===== src/rtl/rstatus_ctrl_if.sv =====
// ---------------------------------------------------------------------------
// rstatus_ctrl_if
//   Bundles the exception-status controller signals.
//   slave  : seen by rstatus_ctrl (exception inputs in, status/debug out)
//   master : seen by the datapath / bench driving the exception sources
//
//   exc_valid    per-source exception pulse (already qualified upstream)
//   exc_mask     1 = source ignored entirely
//   wb_busy      register-file write port taken this cycle
//   clear_stat   clears sticky bits, counters and lost_evt
//   cnt_sel      per-source counter read select
//   rstatus_out  cause code written to the status register (zero-extended)
//   write_status one-cycle write enable for the status register
//   status_addr  status register index
//   sticky_cause accumulated unmasked events
//   pending      a deferred status write is held
//   lost_evt     sticky: an event was dropped or replaced
//   cnt_out      counter[cnt_sel], 0 when cnt_sel is out of range
// ---------------------------------------------------------------------------
interface rstatus_ctrl_if #(
    parameter int DATA_WIDTH = 32,
    parameter int NUM_SRC    = 4,
    parameter int CNT_WIDTH  = 8
) ();
    localparam int SEL_W = (NUM_SRC > 1) ? $clog2(NUM_SRC) : 1;

    logic [NUM_SRC-1:0]    exc_valid;
    logic [NUM_SRC-1:0]    exc_mask;
    logic                  wb_busy;
    logic                  clear_stat;
    logic [SEL_W-1:0]      cnt_sel;
    logic [DATA_WIDTH-1:0] rstatus_out;
    logic                  write_status;
    logic [4:0]            status_addr;
    logic [NUM_SRC-1:0]    sticky_cause;
    logic                  pending;
    logic                  lost_evt;
    logic [CNT_WIDTH-1:0]  cnt_out;

    modport slave (
        input  exc_valid, exc_mask, wb_busy, clear_stat, cnt_sel,
        output rstatus_out, write_status, status_addr, sticky_cause,
               pending, lost_evt, cnt_out
    );

    modport master (
        output exc_valid, exc_mask, wb_busy, clear_stat, cnt_sel,
        input  rstatus_out, write_status, status_addr, sticky_cause,
               pending, lost_evt, cnt_out
    );
endinterface


===== src/rtl/rstatus_ctrl.sv =====
// ---------------------------------------------------------------------------
// rstatus_ctrl
//   Exception-status controller for the single-cycle MIPS datapath.
//   NUM_SRC masked exception sources with fixed priority (lowest index wins,
//   cause code = index+1). The winning code is written to the status register
//   one cycle later, or deferred while the register-file write port is busy.
//   Also keeps sticky cause bits, saturating per-source event counters and a
//   lost-event flag.
//
//   clock : system clock, rising edge
//   reset : asynchronous, active-low
//   bus   : rstatus_ctrl_if.slave (see interface header for signal list)
// ---------------------------------------------------------------------------
module rstatus_ctrl #(
    parameter int DATA_WIDTH = 32,
    parameter int NUM_SRC    = 4,
    parameter int CNT_WIDTH  = 8,
    parameter int STATUS_REG = 30
) (
    input  logic                clock,
    input  logic                reset,
    rstatus_ctrl_if.slave       bus
);
    localparam int SEL_W  = (NUM_SRC > 1) ? $clog2(NUM_SRC) : 1;
    localparam int CODE_W = $clog2(NUM_SRC + 1);

    typedef enum logic {IDLE, PEND} state_t;

    state_t                state_q, state_d;
    logic [NUM_SRC-1:0]    hit;
    logic [CODE_W-1:0]     win_code;
    logic [CODE_W-1:0]     pend_code;
    logic [CODE_W-1:0]     pend_nxt;
    logic [CODE_W-1:0]     write_code;
    logic                  any_hit;
    logic                  write_en;
    logic                  pend_load;
    logic                  lost_set;

    logic [DATA_WIDTH-1:0] rstatus_q;
    logic                  write_q;
    logic [NUM_SRC-1:0]    sticky_q;
    logic                  lost_q;
    logic [CNT_WIDTH-1:0]  cnt_q [NUM_SRC];

    function automatic logic [CNT_WIDTH-1:0] sat_inc(input logic [CNT_WIDTH-1:0] v);
        return (&v) ? v : v + 1'b1;
    endfunction

    assign hit     = bus.exc_valid & ~bus.exc_mask;
    assign any_hit = |hit;

    // Scan from the top so the lowest set index is the last to assign.
    always_comb begin
        win_code = '0;
        for (int i = NUM_SRC - 1; i >= 0; i--) begin
            if (hit[i]) win_code = CODE_W'(i + 1);
        end
    end

    // State register
    always_ff @(posedge clock or negedge reset) begin
        if (!reset) state_q <= IDLE;
        else        state_q <= state_d;
    end

    // Next-state logic
    always_comb begin
        state_d = state_q;
        case (state_q)
            IDLE: if (any_hit && bus.wb_busy)    state_d = PEND;
            PEND: if (!bus.wb_busy && !any_hit)  state_d = IDLE;
            default:                             state_d = IDLE;
        endcase
    end

    // Output / datapath-control logic
    always_comb begin
        write_en   = 1'b0;
        write_code = '0;
        pend_load  = 1'b0;
        pend_nxt   = win_code;
        lost_set   = 1'b0;
        case (state_q)
            IDLE: begin
                if (any_hit) begin
                    if (bus.wb_busy) pend_load = 1'b1;
                    else begin
                        write_en   = 1'b1;
                        write_code = win_code;
                    end
                end
            end
            PEND: begin
                if (!bus.wb_busy) begin
                    write_en   = 1'b1;
                    write_code = pend_code;
                    pend_load  = any_hit;
                end else if (any_hit) begin
                    // Only a higher-priority (smaller) code displaces the held one.
                    lost_set  = 1'b1;
                    pend_load = (win_code < pend_code);
                end
            end
            default: ;
        endcase
    end

    always_ff @(posedge clock or negedge reset) begin
        if (!reset) begin
            rstatus_q <= '0;
            write_q   <= 1'b0;
            pend_code <= '0;
            sticky_q  <= '0;
            lost_q    <= 1'b0;
            for (int i = 0; i < NUM_SRC; i++) cnt_q[i] <= '0;
        end else begin
            write_q <= write_en;
            if (write_en)  rstatus_q <= DATA_WIDTH'(write_code);
            if (pend_load) pend_code <= pend_nxt;
            // clear_stat keeps only this cycle's new events.
            sticky_q <= (bus.clear_stat ? '0 : sticky_q) | hit;
            lost_q   <= (bus.clear_stat ? 1'b0 : lost_q) | lost_set;
            for (int i = 0; i < NUM_SRC; i++) begin
                if (hit[i])
                    cnt_q[i] <= sat_inc(bus.clear_stat ? '0 : cnt_q[i]);
                else if (bus.clear_stat)
                    cnt_q[i] <= '0;
            end
        end
    end

    always_comb begin
        bus.cnt_out = '0;
        for (int i = 0; i < NUM_SRC; i++) begin
            if (bus.cnt_sel == SEL_W'(i)) bus.cnt_out = cnt_q[i];
        end
    end

    assign bus.rstatus_out  = rstatus_q;
    assign bus.write_status = write_q;
    assign bus.status_addr  = 5'(STATUS_REG);
    assign bus.sticky_cause = sticky_q;
    assign bus.pending      = (state_q == PEND);
    assign bus.lost_evt     = lost_q;
endmodule


===== src/flat_wrapper.sv =====
// flat-port wrapper written by rule: the top's interface ports become plain ports
module rstatus_ctrl_flat 
#(
    parameter int DATA_WIDTH = 32,
    parameter int NUM_SRC    = 4,
    parameter int CNT_WIDTH  = 8,
    parameter int STATUS_REG = 30
)
  (clock, reset, bus_exc_valid, bus_exc_mask, bus_wb_busy, bus_clear_stat, bus_cnt_sel, bus_rstatus_out, bus_write_status, bus_status_addr, bus_sticky_cause, bus_pending, bus_lost_evt, bus_cnt_out);
  rstatus_ctrl_if #(.DATA_WIDTH(DATA_WIDTH), .NUM_SRC(NUM_SRC), .CNT_WIDTH(CNT_WIDTH)) bus_i ();
  input  logic clock;
  input  logic reset;
  input wire logic [$bits(bus_i.exc_valid)-1:0] bus_exc_valid;
  input wire logic [$bits(bus_i.exc_mask)-1:0] bus_exc_mask;
  input wire logic [$bits(bus_i.wb_busy)-1:0] bus_wb_busy;
  input wire logic [$bits(bus_i.clear_stat)-1:0] bus_clear_stat;
  input wire logic [$bits(bus_i.cnt_sel)-1:0] bus_cnt_sel;
  output wire logic [$bits(bus_i.rstatus_out)-1:0] bus_rstatus_out;
  output wire logic [$bits(bus_i.write_status)-1:0] bus_write_status;
  output wire logic [$bits(bus_i.status_addr)-1:0] bus_status_addr;
  output wire logic [$bits(bus_i.sticky_cause)-1:0] bus_sticky_cause;
  output wire logic [$bits(bus_i.pending)-1:0] bus_pending;
  output wire logic [$bits(bus_i.lost_evt)-1:0] bus_lost_evt;
  output wire logic [$bits(bus_i.cnt_out)-1:0] bus_cnt_out;
  assign bus_i.exc_valid = bus_exc_valid;
  assign bus_i.exc_mask = bus_exc_mask;
  assign bus_i.wb_busy = bus_wb_busy;
  assign bus_i.clear_stat = bus_clear_stat;
  assign bus_i.cnt_sel = bus_cnt_sel;
  assign bus_rstatus_out = bus_i.rstatus_out;
  assign bus_write_status = bus_i.write_status;
  assign bus_status_addr = bus_i.status_addr;
  assign bus_sticky_cause = bus_i.sticky_cause;
  assign bus_pending = bus_i.pending;
  assign bus_lost_evt = bus_i.lost_evt;
  assign bus_cnt_out = bus_i.cnt_out;
  rstatus_ctrl #(.DATA_WIDTH(DATA_WIDTH), .NUM_SRC(NUM_SRC), .CNT_WIDTH(CNT_WIDTH), .STATUS_REG(STATUS_REG)) u_core (.clock(clock), .reset(reset), .bus(bus_i));
endmodule

===== config.mk =====
export PLATFORM = sky130hd
export DESIGN_NAME = rstatus_ctrl_flat
export DESIGN_NICKNAME = d
export VERILOG_FILES = /design/src/rtl/rstatus_ctrl_if.sv /design/src/rtl/rstatus_ctrl.sv /design/src/flat_wrapper.sv
export SDC_FILE = /design/constraint.sdc
export NUM_CORES = 1
export LEC_CHECK = 0
export ABC_AREA = 1
export CORE_UTILIZATION = 46
export CTS_CLUSTER_SIZE = 14
export DETAILED_ROUTE_END_ITERATION = 6
export PLACE_DENSITY = 0.77
export SLEW_MARGIN = 20
export SYNTH_ARGS = -nofsm -noshare
export SYNTH_HDL_FRONTEND = slang
export SYNTH_SLANG_ARGS = --single-unit

===== constraint.sdc =====
create_clock -name clock -period 1.6 [get_ports clock]
set_clock_uncertainty 0.15 [all_clocks]
set_input_delay 0.4 -clock clock [delete_from_list [all_inputs] [get_ports clock]]
set_output_delay 0.4 -clock clock [all_outputs]
set_load 0.02 [all_outputs]

After elaboration in Yosys (flattened, before gate mapping)
Cells that the tools add are included.
{ "word_totals": {"out_inout_bits": 52, "register_bits": 45, "wordCells": 73, "in_bits": 14} }
{ "op_classes": {"order_cmp": 1, "n_bitwise": 5, "n_reduce_logical": 10, "n_mux": 40, "add_sub_neg": 4, "eq_ne": 3} }
{ "op_table": {"columns": ["op", "n"], "rows": [
  ["$mux W8", 16],
  ["$add A8 B1 Y8 const B", 4],
  ["$reduce_and A8 Y1", 4],
  ["$mux W3", 7],
  ["$mux W1", 12],
  ["$pmux W1 S2", 3],
  ["$pmux W3 S2", 1],
  ["$and A4 B4 Y4", 1],
  ["$eq A2 B2 Y1 const B", 2],
  ["$mux W4", 1],
  ["$not A4 Y4", 1],
  ["$or A4 B4 Y4", 1],
  ["$reduce_or A4 Y1", 1],
  ["$lt A3 B3 Y1", 1],
  ["$eq A2 B1 Y1 const B", 1],
  ["$logic_and A1 B1 Y1", 2],
  ["$logic_not A1 Y1", 2],
  ["$logic_not A2 Y1", 1],
  ["$not A1 Y1", 1],
  ["$or A1 B1 Y1", 1]
]} }

Longest topological paths before layout
{ "logic_depth": {"ltp_word": 10, "ltp_mapped": 12, "mapped_depth_nobuf": 12} }

Worst setup path before layout
Ideal clock, no wire load.
{ "synth_path": {"kind": "input -> register", "from": "input bus_clear_stat", "to": "register u_core.cnt_q[25] (netlist bit)", "setup_slack_ns": -0.449, "t_arrival_ns": 1.772, "t_required_ns": 1.323, "path_stages": 9, "path_cell_list": "buf_6 > buf_8 > nor2_1 > ha_1 > inv_1 > nor3_4 > nand3_2 > nand2_2 > mux2_1"} }
{ "synth_via": {"elab_chain_cells": 4} }
{ "synth_lines": {"columns": ["element", "line", "text"], "rows": [
  ["from (decl)", "flat_wrapper.sv:16", "input wire logic [$bits(bus_i.clear_stat)-1:0] bus_clear_stat;"],
  ["$mux W8 (*)", null, null],
  ["$add A8 B1 Y8 or $reduce_and A8 Y1 (tied branches)", "rstatus_ctrl.sv:47", "return (&v) ? v : v + 1'b1;"],
  ["$mux W8", "rstatus_ctrl.sv:47", null],
  ["$mux W8 (*)", "rstatus_ctrl.sv:125", "if (hit[i])"],
  ["to (signal, indexed assignment)", "rstatus_ctrl.sv:126", "cnt_q[i] <= sat_inc(bus.clear_stat ? '0 : cnt_q[i]);"],
  ["to (decl)", "rstatus_ctrl.sv:44", "logic [CNT_WIDTH-1:0] cnt_q [NUM_SRC];"]
]} }
Every way passes the cells marked *; elsewhere a longest branch is shown, timed or not.
A chain may end at the register's enable or synchronous reset.

Final worst setup path
{ "layout_path": {"from": "register u_core.cnt_q[29] (netlist bit)", "to": "output bus_cnt_out[5]"} }
{ "layout_via": {"elab_chain_cells": 4} }
{ "layout_lines": {"columns": ["element", "line", "text"], "rows": [
  ["$mux W8 (4 in series)", "rstatus_ctrl.sv:136", "if (bus.cnt_sel == SEL_W'(i)) bus.cnt_out = cnt_q[i];"],
  ["to (decl)", "flat_wrapper.sv:24", "output wire logic [$bits(bus_i.cnt_out)-1:0] bus_cnt_out;"]
]} }
Every way passes these cells.

==> results.py <==
metrics = {
    "status": {
        "outcome": "finished, violations left",
        "failed_checks": "negative setup slack",
    },
    "grt": {
        "antenna_found_initial": 0,
        "grt-ovfl-total": 0,
        "track_usage_pct": 27.1,
        "grt_pass1_vias": 3079,
        "grt_start_max_net_pins": 46,
        "grt_pass1_wl_um": 13800,
    },
    "drt": {
        "ant_nets": 0,
        "via_count": 3087,
        "firstDrtPassIters": 4,
        "drc": 0,
        "wire_per_inst_um": 15.6,
        "vias_per_cell": 5.05,
        "dr.first_iter.drc_count": 159,
        "wirelength_um": 9500,
    },
    "synth": {
        "synth-edff-count": 0,
        "synth_area_mm2": 0.00300,
        "synthTopCellsByCount": "nand2_1, dfrtp_1, inv_1, buf_4, nand3_1",
        "synth.most_common_cell": "nand2_1",
        "yosys-top-cells-area": "dfrtp_1, nand2_1, buf_4, inv_1, nand3_1",
        "yosys_register_bits": 45,
        "ys_async_sr_fraction_pct": 100,
        "synthFlopType": "dfrtp_1",
        "synth.top_cell.area_share_pct": 37.6,
        "synth.distinct_cells": 38,
        "synth_area_per_cell_um2": 7.90,
        "yosysSeqAreaShare_pct": 37.6,
        "synthCells": 379,
        "synth_warnings": 0,
        "synth_top_area_cell": "dfrtp_1",
    },
    "layout": {
        "drive_above_1_share_pct": 53.0,
        "nets": 551,
        "area_growth_pct": 63.8,
        "diodes": 0,
    },
    "die": {
        "start_util_pct": 47.4,
        "die_h_um": 82.7,
        "rows": 29,
        "fp.dieW_um": 82.7,
        "die_area_mm2": 0.00684,
        "coreArea_mm2": 0.00631,
        "ios": 66,
    },
    "power_and_ir_drop": {
        "power.share.switching_pct": 34.8,
        "seq_power_share_pct": 39.5,
        "pwr-share-comb_pct": 33.1,
        "ir_drop_uv": 691,
        "p_int_mw": 2.22,
        "p_sw_mw": 1.19,
        "power_density_mw_per_mm2": 694,
        "leakagePower_nw": 2.47,
        "power_frac_clock_pct": 27.4,
    },
    "clocking": {
        "cts_max_level": 2,
        "clk_latency_ns": 0.30,
        "clkSinkCount": 45,
        "cts_root_buf": "clkbuf_8",
        "cts_buffer_depth": 2,
        "numCtsBuffers": 5,
        "clk_pin_slew_ns": 0.09,
        "tritoncts": "done",
    },
    "placed_design": {
        "dp_slack_ns": -1.06,
        "port_buffers": 31,
        "place.gp.congestion": 0.850,
        "place_hpwl_um": 5500,
    },
    "sta": {
        "period_share_pct": 114,
        "period_needed_ns": 1.82,
        "whs_ns": 0.325,
        "hold_viol_final": 0,
        "drv_slew": 0,
        "rsz0062_at_grt": "true",
        "setup-violations-final": 26,
        "setup_tns_ns": -2.15,
        "fmax_mhz": 550,
        "final.setup.worst_slack_ns": -0.219,
    },
    "critical_path": {
        "worstPathMaxFanout": 2,
        "cp-start-kind": "flip-flop",
        "cp_data_required_time_ns": 1.05,
        "worst-r2r-setup-slack_ns": -0.15,
        "worst_ep_arrival_time_ns": 1.27,
        "crit_path_end_kind": "output port",
        "worst-setup-path-type": "flip-flop to output port",
    },
    "run": {
        "cap_viol_max_count": 0,
    },
    "worst_hold_path": {
        "hold_class": "flip-flop to flip-flop",
    },
}
## flip-flops by register name, indices dropped and copies added (netlist names)
register	flops
u_core.pend_code	3
u_core.bus.lost_evt	1
u_core.bus.rstatus_out	3
u_core.bus.write_status	1
u_core.bus.sticky_cause	4
u_core.bus.pending	1
u_core.cnt_q	32
## logic make-up (layout without fill, tap and decap cells)
kind of cell | Yosys count | in the layout | share of synthesized area [%]
buf+inv | 90 | 213 | 16.5
mux | 2 | 2 | 0.752
other cells | 2 | 34 | 0.251
xor+xnor | 12 | 12 | 3.51
fa+ha+maj | 4 | 4 | 1.67
compound gates | 43 | 43 | 8.61
simple gates | 181 | 181 | 31.1
flops | 45 | 45 | 37.6
## path summary, 6_finish.rpt
path                                                 start                          to  depth (start not counted)
worst min-delay path            u_core.bus.sticky_cause[1]  u_core.bus.sticky_cause[1]                          2
worst max register to register            u_core.cnt_q[24]            u_core.cnt_q[25]                          9
worst max-delay path                      u_core.cnt_q[29]              bus_cnt_out[5]                          3
worst min register to register  u_core.bus.sticky_cause[1]  u_core.bus.sticky_cause[1]                          2
max in group asynchronous                            reset         u_core.pend_code[0]                          3
min in group asynchronous                            reset            u_core.cnt_q[21]                          3
## what timing repair did
action,4_1_cts,5_1_grt
endpoints found under the hold margin,45,0
endpoints found under the setup margin,58,45
buffers inserted,23,12
pin swaps,51,40
hold buffers,1,0
resized for setup,180,65
cloned,1,0
## layout make-up
class                      instances  area (µm²)
clock buffer                       6        82.6
clock inverter                     2        37.5
fill                             399        1410
inverter                          52         223
multi-input combinational        276        2000
sequential                        45        1130
tap                               77        96.3
timing repair buffer             153        1340
## worst max-delay path, cell delays in order (launching register included)
cell and delay (ns):
dfrtp_1 0.43, a221oi_2 0.27, o21ai_1 0.10, buf_4 0.16
## layout by cell type, fill, tap and decap left out, types with 17 or more instances in the layout
cell and count:
nor2_4 22, buf_4 101, buf_6 25, nand2_1 59, inv_2 28, dfrtp_1 45
inv_1 18, conb_1 34, nand3_1 17
## power groups by stage
stage / Clock, mW / Sequential, mW / Combinational (mW)
4_1_cts: 0.924 / 1.34 / 1.01
3_5_place_dp: 0 / 1.35 / 0.950
6_report: 0.932 / 1.35 / 1.13
2_1_floorplan: 0 / 1.43 / 0.509
3_3_place_gp: 0 / 1.35 / 0.926
5_1_grt: 0.972 / 1.36 / 1.22
## per-layer routing
layer,part of all wire [%],global-route usage [%],vias to the layer above
met5,0,0,-
met4,3.4,9.48,0
met3,4.8,4.29,35
met2,54,50.9,115
met1,38,30.6,1476
li1,-,-,1461
## per-stage QoR
stage	util [%]	cell area (µm²)	cells	power, mW
after floorplan	-	3230	411	1.94
after global placement	63.2	3990	567	2.28
after detailed placement	63.2	3990	567	2.30
after CTS	73.2	4620	600	3.27
after global routing	77.7	4910	611	3.55
final	77.7	4910	611	3.41
Note: power is estimated with default switching activity, not from simulation.
